### config.mk
export PLATFORM = sky130hd
export DESIGN_NAME = mem_port_arbiter
export DESIGN_NICKNAME = d
export VERILOG_FILES = /design/src/rtl/mem_port_arbiter.sv
export SDC_FILE = /design/constraint.sdc
export NUM_CORES = 1
export LEC_CHECK = 0
export CELL_PAD_IN_SITES_DETAIL_PLACEMENT = 0
export CELL_PAD_IN_SITES_GLOBAL_PLACEMENT = 2
export CORE_AREA = 2 2 202 204
export DETAILED_ROUTE_END_ITERATION = 7
export DIE_AREA = 0 0 204 206
export GPL_ROUTABILITY_DRIVEN = 0
export PLACE_DENSITY_LB_ADDON = 0.1
export SLEW_MARGIN = 20
export SYNTH_ARGS = -nofsm -noshare
export SYNTH_HDL_FRONTEND = slang
export SYNTH_SLANG_ARGS = --single-unit
### constraint.sdc
create_clock -name clk -period 1.9 [get_ports clk]
set_input_delay 0.38 -clock clk [delete_from_list [all_inputs] [get_ports clk]]
set_output_delay 0.38 -clock clk [all_outputs]
set_load 0.02 [all_outputs]
### src/rtl/mem_port_arbiter.sv
// Round-robin arbiter sharing one dpram64 port between two requesters, with a
// bounded lock that lets one master keep the port for up to MAX_BURST accesses.
module mem_port_arbiter #(
    parameter int MAX_BURST = 16
) (
    input  logic        clk,
    input  logic        rst,
    input  logic        i_m0_req,
    input  logic        i_m0_lock,
    input  logic        i_m0_we,
    input  logic [31:0] i_m0_addr,
    input  logic [7:0]  i_m0_be,
    input  logic [63:0] i_m0_wdata,
    output logic        o_m0_gnt,
    output logic        o_m0_rvalid,
    output logic [63:0] o_m0_rdata,
    input  logic        i_m1_req,
    input  logic        i_m1_lock,
    input  logic        i_m1_we,
    input  logic [31:0] i_m1_addr,
    input  logic [7:0]  i_m1_be,
    input  logic [63:0] i_m1_wdata,
    output logic        o_m1_gnt,
    output logic        o_m1_rvalid,
    output logic [63:0] o_m1_rdata,
    output logic [7:0]  o_mem_we,
    output logic [31:0] o_mem_addr,
    output logic [63:0] o_mem_wdata,
    input  logic [63:0] i_mem_rdata
);

    localparam int CW = $clog2(MAX_BURST + 1);

    typedef enum logic [1:0] {IDLE, OWN0, OWN1} owner_t;

    owner_t        owner, owner_next;
    logic          last, last_next;
    logic [CW-1:0] cnt, cnt_next, cnt_base;
    logic          rv0, rv1;
    logic          held0, held1;
    logic          gnt0, gnt1;
    logic          gnt_lock;

    always_ff @(posedge clk or posedge rst) begin
        if (rst) begin
            owner <= IDLE;
            last  <= 1'b1;
            cnt   <= '0;
            rv0   <= 1'b0;
            rv1   <= 1'b0;
        end else begin
            // NOTE: non-blocking assignments so every flop samples pre-edge values.
            owner <= owner_next;
            last  <= last_next;
            cnt   <= cnt_next;
            rv0   <= gnt0 & ~i_m0_we;
            rv1   <= gnt1 & ~i_m1_we;
        end
    end

    // Next-state: lock counting restarts whenever the grant is not a continuation.
    always_comb begin
        // NOTE: defaults first so no path leaves a variable unassigned (no latches).
        owner_next = owner;
        last_next  = last;
        cnt_next   = cnt;
        cnt_base   = (held0 || held1) ? cnt : '0;
        gnt_lock   = gnt0 ? i_m0_lock : i_m1_lock;
        if (gnt0 || gnt1) begin
            last_next = gnt1;
            if (gnt_lock && (int'(cnt_base) + 1 < MAX_BURST)) begin
                owner_next = gnt0 ? OWN0 : OWN1;
                cnt_next   = cnt_base + CW'(1);
            end else begin
                owner_next = IDLE;
                cnt_next   = '0;
            end
        end else if (owner != IDLE) begin
            owner_next = IDLE;
            cnt_next   = '0;
        end
    end

    // Outputs: a held owner blocks the other master; otherwise plain round-robin.
    always_comb begin
        held0 = (owner == OWN0) && i_m0_req;
        held1 = (owner == OWN1) && i_m1_req;
        gnt0  = 1'b0;
        gnt1  = 1'b0;
        if (rst) begin
            gnt0 = 1'b0;
            gnt1 = 1'b0;
        end else if (held0) begin
            gnt0 = 1'b1;
        end else if (held1) begin
            gnt1 = 1'b1;
        end else if (i_m0_req && i_m1_req) begin
            gnt0 = last;
            gnt1 = ~last;
        end else begin
            gnt0 = i_m0_req;
            gnt1 = i_m1_req;
        end

        o_mem_we    = '0;
        o_mem_addr  = '0;
        o_mem_wdata = '0;
        if (gnt0) begin
            o_mem_we    = {8{i_m0_we}} & i_m0_be;
            o_mem_addr  = i_m0_addr;
            o_mem_wdata = i_m0_wdata;
        end else if (gnt1) begin
            o_mem_we    = {8{i_m1_we}} & i_m1_be;
            o_mem_addr  = i_m1_addr;
            o_mem_wdata = i_m1_wdata;
        end
    end

    assign o_m0_gnt    = gnt0;
    assign o_m1_gnt    = gnt1;
    assign o_m0_rvalid = rv0;
    assign o_m1_rvalid = rv1;
    assign o_m0_rdata  = i_mem_rdata;
    assign o_m1_rdata  = i_mem_rdata;

endmodule

==> flow_summary.yaml <==
grt:
  grt_max_degree: 19
  grt_pass1_vias: 3754
  antenna_found_initial: 0
  grt_use_total_pct: 9.29
  overflow: 0
  grt_pass1_wl_um: 28000
floorplanning:
  core_um2: 40200
  die_h_um: 206
  row_count: 74
  dieArea_um2: 42000
  dieWidth_um: 204
  start_util_pct: 6.50
  io_pins: 516
clock_network:
  clk_path_buf_depth: 2
  clk_latency_ps: 230
  cts_hold_buf: 0
  h-tree-depth: 1
  clock-sinks: 10
  path_clk_slew_ps: 40
  cts_tree: "done"
  cts_root_buf: "clkbuf_16"
  cts_buffers: 3
synth:
  syn_area_per_cell_um2: 8.35
  synth-main-ff-cell: "dfrtp_1"
  synth_nets: 594
  postSynth.asyncResetShare_pct: 100
  synth_cells: 313
  netlist.area_leader.share_pct: 37.3
  synth.ff_latch_count: 10
  synth_edf_count: 0
  yosys-top-cells-area: "buf_4 (37%), a22o_1 (33%), dfrtp_1 (8.6%)"
  synth.most_common_cell: "buf_4"
  netlist_top_cells_count: "buf_4 (130), a22o_1 (98), buf_2 (15)"
  yosysTopAreaCell: "buf_4"
  yosys_warnings: 0
  post_synth_instance_area_um2: 2610
  ys_types: 36
  yosysSeqAreaShare_pct: 9.62
finish:
  insertedDiodeCount: 0
  finalNonFillerCells: 1105
  stdcell_area_um2: 7190
  nNetsFinal: 855
  fill_cells: 4493
  final_core_util_pct: 17.9
  syn_to_final_growth_pct: 175
  layout-drive-gt1-share_pct: 45.4
worst_hold_path:
  hold_path.class: "input port to asynchronous set/reset pin"
critical_path:
  crit_slowest_cell: "dfstp_2"
  path_buf_inv: 4
  endpoint_kind: "output pin"
  start_kind: "flop"
  path_class: "flop to output pin"
  crit_top_cell: "buf_12"
  crit_family: "compound AO/OA/AOI/OAI gates"
  arrival_ps: 2070
  r2r_slack_ps: -280
  slowest_delay_ps: 600
  path_max_fanout: 8
  cp.required_ps: 1520
  crit_path_cell_trace: "a21boi_2 > o311a_4 > buf_12 > buf_12 > buf_8 > a32o_2 > buf_6"
sta:
  clock_skew_ps: 4.18
  tightest_slew_ps: 399
  final-hold-violation-count: 0
  setup_viol: 111
  rsz0062_at_grt: "true"
  setup_ws_ps: -548
  maxSlewViolCount: 0
  max_clock_freq_ghz: 0.409
  finalCritPeriodShare_pct: 129
  max_slew_margin_pct: 73.1
  min_period_ps: 2450
drt:
  antenna_left: 0
  num_vias: 3473
  drt_first_pass_iters: 4
  wl_per_cell_um: 19.7
  drc: 0
  avgViaCountPerCell: 3.14
  wl_um: 21800
  drtIter0Drc: 95
placed_design:
  place_inst: 1065
  io_buffers: 323
  placed_area_um2: 6200
  hpwl_um: 17200
run:
  cap_violations: 0
status:
  status: "finished with violations"
  violations: "setup timing"
power:
  p_clk_share_pct: 13.9
  power_density_nw_per_um2: 377
  internal_power_mw: 1.77
  p_leak_nw: 3.01
  p_sw_mw: 0.940
  pwr-share-comb_pct: 77.0
  ir_drop_uv: 181
  power_frac_seq_pct: 9.1
  sw_frac_of_total_pct: 34.7
kinds of logic (layout without fill, tap and decap cells):
| logic type | count (synthesis) | after routing | synth area share, % |
|---|---|---|---|
| adder cells (fa/ha/maj) | 1 | 1 | 0.479 |
| AO/OA/AOI/OAI | 120 | 120 | 40.8 |
| buffers and inverters | 158 | 418 | 43.5 |
| XOR/XNOR | 1 | 1 | 0.335 |
| AND/OR/NAND/NOR | 23 | 23 | 5.22 |
| flip-flops | 10 | 10 | 9.62 |
power groups by stage:
stage	clock network, mW	logic (mW)	registers, mW
finish	0.375	2.09	0.247
global route	0.406	2.20	0.249
CTS	0.391	1.97	0.243
detailed placement	0	1.74	0.244
global placement	0	1.76	0.244
floorplan	0	1.06	0.244
cell type report:
cell class	instances	area (µm²)	area share, %
clock buffers	4	78.8	1.10
repair buffers	408	4470	62.3
multi-input cells	145	1690	23.5
flip-flops and latches	10	253	3.52
inverters	6	22.5	0.313
well taps	532	666	9.26
worst register-to-register path, stage by stage, from the launching register on:
cell and delay [ps]:
dfrtp_2 460, buf_6 140, nand3b_1 110, nand2_2 90, and2_4 150, ha_4 170, and3_4 180, a221oi_4 240
o21bai_4 200, nor3_4 80, a32o_1 250
metrics by stage:
stage | hold slack [ps] | setup slack, ps | setup TNS [ps] | power (mW)
after detailed placement | 508 | -1090 | -100670 | 1.99
after global routing | 531 | -604 | -58040 | 2.85
final | 501 | -548 | -50400 | 2.71
after floorplan | 228 | -49.0 | -1560 | 1.30
after global placement | 516 | -1130 | -103340 | 2.01
after CTS | 492 | -597 | -54500 | 2.61
state kept, by name, indices dropped and copies added (netlist names):
| signal | count |
|---|---|
| cnt | 5 |
| last | 1 |
| o_m0_rvalid | 1 |
| o_m1_rvalid | 1 |
| owner | 2 |
timing repair:
action | 4_1_cts | 5_1_grt
gates cloned | 8 | 4
setup buffers | 22 | 6
pin swaps | 8 | 49
endpoints found under the setup margin | 112 | 112
resized for setup | 483 | 115
layer usage:
| metal | part of all wire [%] | vias to the layer above | global-route usage [%] | routed length, µm |
|---|---|---|---|---|
| met5 | 0 | - | 0 | 0 |
| met4 | 0.59 | 0 | 1.27 | 129 |
| met3 | 9.5 | 18 | 3.39 | 2060 |
| met2 | 55 | 219 | 17.8 | 11900 |
| met1 | 35 | 1664 | 9.92 | 7630 |
| li1 | - | 1572 | - | - |
final timing paths:
check / start / cells after the start / end
worst max-delay path: last / 7 / o_mem_we[1]
worst min-delay path: rst / 4 / cnt[3]
worst max register to register: owner[0] / 10 / cnt[3]
worst min register to register: cnt[4] / 1 / cnt[4]
max in group asynchronous: rst / 4 / last
min in group clk: cnt[4] / 1 / cnt[4]
cell usage in the layout, fill, tap and decap left out, types with 2 or more instances in the layout:
master,n
buf_6,99
a31oi_4,2
nand3b_1,2
buf_16,8
a32o_2,7
inv_1,5
buf_8,9
a32o_1,2
and2_4,2
buf_4,53
clkbuf_16,6
dfrtp_1,8
buf_12,16
nand2_1,2
a22o_1,61
nor2_1,3
clkdlybuf4s50_1,214
buf_2,2
dlygate4sd2_1,3
nand2_2,2
o21bai_4,2
a22o_4,37
Note: power is estimated with default switching activity, not from simulation.
==> variant 1, RTL diff (same settings) <==
Encoding of `owner_t`: now one-hot (3 bits for 3 values).
--- a/src/rtl/mem_port_arbiter.sv
+++ b/src/rtl/mem_port_arbiter.sv
@@ -31,7 +31,7 @@
 
     localparam int CW = $clog2(MAX_BURST + 1);
 
-    typedef enum logic [1:0] {IDLE, OWN0, OWN1} owner_t;
+    typedef enum logic [2:0] {IDLE = 3'b001, OWN0 = 3'b010, OWN1 = 3'b100} owner_t;
 
     owner_t        owner, owner_next;
     logic          last, last_next;
Check against the original RTL: no difference found for any inputs over 4 cycles, from zero or initial values and one cycle with rst high; so few cycles prove little.
==> variant 1 against the unedited design <==
The flow still finishes with violations (setup timing); final area shrank 7.1%; sequential cell count grew 1; routed wire length shrank 9.9%; via count shrank 3.6%; global-route usage shrank 1.2 points; area after synthesis grew 1.1%; clock skew is essentially flat; total power grew 0.83%; non-clock buffer count shrank 19; worst setup slack gained 0.026 ns; critical path type unchanged; highest routed layer unchanged.
==> variant 1: results (changes against the unedited design) <==
Synthesis
  – Post-synthesis adder-cell area fraction: 0.473% (-0.0054 points)
  – Synth area leaders: buf_4, a22o_1, dfrtp_1
  – XOR/XNOR Fraction of Synth Area: 0.331% (-0.0038 points)
  – Distinct cells, synth: 37 (+2.8%)
  – Area fraction in compound gates after synthesis: 39.9% (-0.89 points)
  – Commonest cells post-synth: buf_4, a22o_1, buf_2
  – Post-synthesis sequential area ratio: 10.5% (+0.88 points)

Setup path
  – Largest stage delay on the critical path: 0.54 ns (-0.06 ns)
  – Critical Path Sink: o_mem_wdata[48]
  – Setup slack, reg-to-reg: -0.14 ns (+0.14 ns)
  – Reg2reg start: owner[1]
  – Critical Path Fanout Max: 6 (-2)

Power
  – Overall power: 0.00273 W (+0.83%)
  – Leakage: 2.70 nW (-10%)
  – Cell Int Power: 0.00176 W (-0.34%)
  – P_clk: 0.000401 W (+6.9%)

Detailed routing
  – Router iterations before antenna repair: 5 (+1)
  – Detailed-route via count: 3349 (-3.6%)
  – Routed vias/inst: 3.05 (-2.9%)
  – WL final: 19600 um (-9.9%)

GRT
  – First-pass GRT wire length: 24600 um (-12%)
  – Largest net degree at the start of global routing: 24 (+5)
  – Total track usage: 8.11% (-1.2 points)

Final layout
  – Largest regs: cnt (5), owner (3)
  – Final net count: 847 (-0.94%)
  – Share of layout cells above drive strength 1: 36.3% (-9.1 points)

Timing
  – # setup viols final: 113 (+1.8%)
  – Setup TNS: -44.23 ns (+6.17 ns)
  – Final worst slack: -0.522 ns (+0.0256 ns)
  – Worst Hold Slack: 0.331 ns (-0.169 ns)

CTS
  – Setup Buffers After CTS: 12 (-45%)
  – Resized Gates After CTS: 591 (+22%)

Placed design
  – Hpwl dp: 15500 um (-9.6%)
  – Dpl cell area: 5860 um^2 (-5.5%)

Status
  – Failing checks: setup timing
  – Status: complete, but fails checks
-- variant 1: cell types whose count changed after synthesis, moves of 2 or more --
cell	before	now
nand2_1	4	8
o21ai_1	0	3
and2_1	3	5
a21oi_1	0	3
o21ai_0	1	5
a22o_1	98	96
o311a_1	2	0
nor2_1	5	2
-- variant 1: area by class of cell --
type	count	area [um^2]
fillers	4525	33500
multi-input cells	156	1430
well taps	532	666
clock buffers	4	78.8
repair buffers	389	4200
flip-flops and latches	11	278
inverters	5	18.8
-- variant 1: cell families (layout without fill, tap and decap cells) --
logic type | Yosys count | in the layout
AO/OA/AOI/OAI | 125 | 125
XOR/XNOR | 1 | 1
adder cells (fa/ha/maj) | 1 | 1
buffers and inverters | 156 | 398
flip-flops | 11 | 11
AND/OR/NAND/NOR | 29 | 29
-- variant 1: layer usage --
metal / vias up / wire length, um / track usage, %
met2: 205 / 10500 / 15.4
li1: 1559 / - / -
met3: 36 / 1740 / 2.49
met4: 0 / 371 / 1.94
met5: - / 0 / 0
met1: 1549 / 6950 / 8.71
==> variant 2, RTL diff (config.mk and constraints unchanged) <==
Without the edit above. The parameter `MAX_BURST` goes from 16 to 32.
--- a/src/rtl/mem_port_arbiter.sv
+++ b/src/rtl/mem_port_arbiter.sv
@@ -1,7 +1,7 @@
 // Round-robin arbiter sharing one dpram64 port between two requesters, with a
 // bounded lock that lets one master keep the port for up to MAX_BURST accesses.
 module mem_port_arbiter #(
-    parameter int MAX_BURST = 16
+    parameter int MAX_BURST = 32
 ) (
     input  logic        clk,
     input  logic        rst,
Check against the original RTL: no difference found for any inputs over 4 cycles, from zero or initial values and one cycle with rst high; that may be too few to reach the edited logic, so the function may still have changed.
==> variant 2 against the unedited design <==
The run still ends with setup timing left; maximum frequency is 0.83% higher; critical endpoint is now o_mem_wdata[57]; synthesized cell count is 3.2% higher; global-route usage is 0.70 points lower; sequential cell count is 1 higher; final area is 3.0% lower; worst hold slack better by 0.0029 ns; routed wire length is 5.5% lower; area after synthesis is 0.53% higher; total power is 1.9% lower; worst setup slack better by 0.020 ns; sequential power is 7% higher.
==> variant 2: results (changes against the unedited design) <==
Detailed routing
  – DR iter-0 viols: 124 (+31%)
  – Router iterations before antenna repair: 4 (unchanged)
  – WL final: 20600 um (-5.5%)
  – Routed vias/inst: 3.09 (-1.6%)

Synthesis
  – FFs w/ async S/R, synth: 100% (unchanged)
  – Synth area leaders: buf_4, a22o_1, dfrtp_1
  – Commonest cells post-synth: buf_4, a22o_1, dfrtp_1
  – Syn Nets: 604 (+1.7%)
  – Syn. warnings: 0 (unchanged)
  – Distinct cells, synth: 31 (-14%)
  – Post-synthesis sequential area ratio: 10.5% (+0.90 points)
  – Commonest register cell after synthesis: dfrtp_1

Final layout
  – Final net count: 841 (-1.6%)
  – Largest regs: cnt (6), owner (2)
  – Share of layout cells above drive strength 1: 41.3% (-4.1 points)

Setup path
  – Critical Path Fanout Max: 6 (-2)
  – Worst setup startpoint: last
  – CP max stage cell: dfstp_2
  – Worst Path Arrival: 2.05 ns (-0.02 ns)
  – Largest stage delay on the critical path: 0.38 ns (-0.22 ns)

Power
  – Peak VDD IR: 0.196 mV (+8.4%)
  – Switching Share: 34.3% (-0.42 points)
  – Leakage: 2.89 nW (-3.7%)

Status
  – Failing checks: setup timing
  – Status: complete, but fails checks

CTS
  – Cts bufs inserted: 3 (unchanged)
  – CTS clk-pin slew, worst paths: 0.04 ns (about the same)
  – # H-tree levels: 1 (unchanged)
  – Cts-stage hold buffer count: 0 (unchanged)
  – Maximum buffer depth of the clock tree: 2 (unchanged)
  – Skew-Pair Late Insertion Delay: around 0.24 ns

Placed design
  – Dpl cell area: 6050 um^2 (-2.4%)
  – Port buffer count: 323 (unchanged)
  – Hpwl dp: 15700 um (-8.8%)

GRT
  – Vias in the first global route: 3657 (-2.6%)
  – Antenna violations before repair: 2 (+2)
  – Total track usage: 8.60% (-0.70 points)
  – First-pass GRT wire length: 26000 um (-6.8%)
  – Largest net degree at the start of global routing: 26 (+7)

Timing
  – Setup TNS: -49.60 ns (+0.795 ns)
  – # setup viols final: 114 (+2.7%)
  – Final setup skew: 0.00561 ns (+0.00143 ns)
  – Max_slew headroom: 80.5% (+7.4 points)
  – Final worst slack: -0.528 ns (+0.0202 ns)

Hold path
  – Worst Hold Launch: cnt[1]
  – Class of the worst hold path: flop to flop
[variant 2: cell types whose count changed after synthesis, sizes merged, moves of 3 or more]
cell	before	now
buf	151	147
and2	3	6
clkbuf	1	6
nand2	4	9
[variant 2: worst paths after layout]
| path | end | slack (ns) | depth (start not counted) |
|---|---|---|---|
| setup / recovery | o_mem_wdata[57] | -0.53 | 8 |
| hold / removal | cnt[1] | 0.50 | 2 |
| setup reg to reg | owner[1] | -0.11 | 9 |
| hold reg to reg | cnt[1] | 0.50 | 2 |
| max in group asynchronous | last | 1.00 | 4 |
| min in group asynchronous | owner[0] | 0.65 | 4 |
[variant 2: cells by family (layout without fill, tap and decap cells)]
kind of cell | count (synthesis) | after routing | synth area share [%]
AND/OR/NAND/NOR | 32 | 32 | 6.29
other | 0 | 1 | 0
XOR/XNOR | 1 | 1 | 0.333
AO/OA/AOI/OAI | 119 | 119 | 39.7
adder cells (fa/ha/maj) | 1 | 1 | 0.476
buffers and inverters | 159 | 395 | 42.7
flip-flops | 11 | 11 | 10.5
[variant 2: routing by layer]
metal  routed length (um)  GRT usage [%]  vias up
li1                     -              -     1546
met2                11600           17.0      245
met5                    0              0        -
met4                  357           2.54        0
met1                 6180           7.80     1556
met3                 2400           3.85       31
[variant 2: area by class of cell]
type	count	area [um^2]
Fill cell	4483	33200
Timing Repair Buffer	385	4290
Multi-Input combinational cell	153	1630
Tap cell	532	666
Sequential cell	11	278
Clock buffer	4	78.8
Inverter	6	22.5
Antenna cell	1	2.50
[variant 2: critical path, delay by kind of cell, from the launching register on]
kind	cells	cell delay, ns
flops	1	0.38
simple gates	1	0.14
buf+inv	4	0.64
compound gates	3	0.62
[variant 2: timing repair]
action                     in CTS  in global routing
gates resized for setup       518                138
pin swaps                      20                 18
buffers inserted               12                 12
setup endpoints to repair     114                114
gates cloned                    5                  8
[variant 2: power groups by stage]
stage	Clock, W	Sequential (W)	Combinational (W)
global route	0.000416	0.000266	0.00212
detailed placement	0	0.000265	0.00170
finish	0.000390	0.000264	0.00200
global placement	0	0.000265	0.00171
floorplan	0	0.000263	0.00107
CTS	0.000403	0.000264	0.00188
[variant 2: through the flow]
step	hold WS [ns]	setup slack [ns]	cells
final	0.503	-0.528	1092
after global routing	0.539	-0.640	1092
after detailed placement	0.493	-1.07	1056
after CTS	0.502	-0.624	1076
after global placement	0.485	-1.07	1056
after floorplan	0.232	-0.0536	323
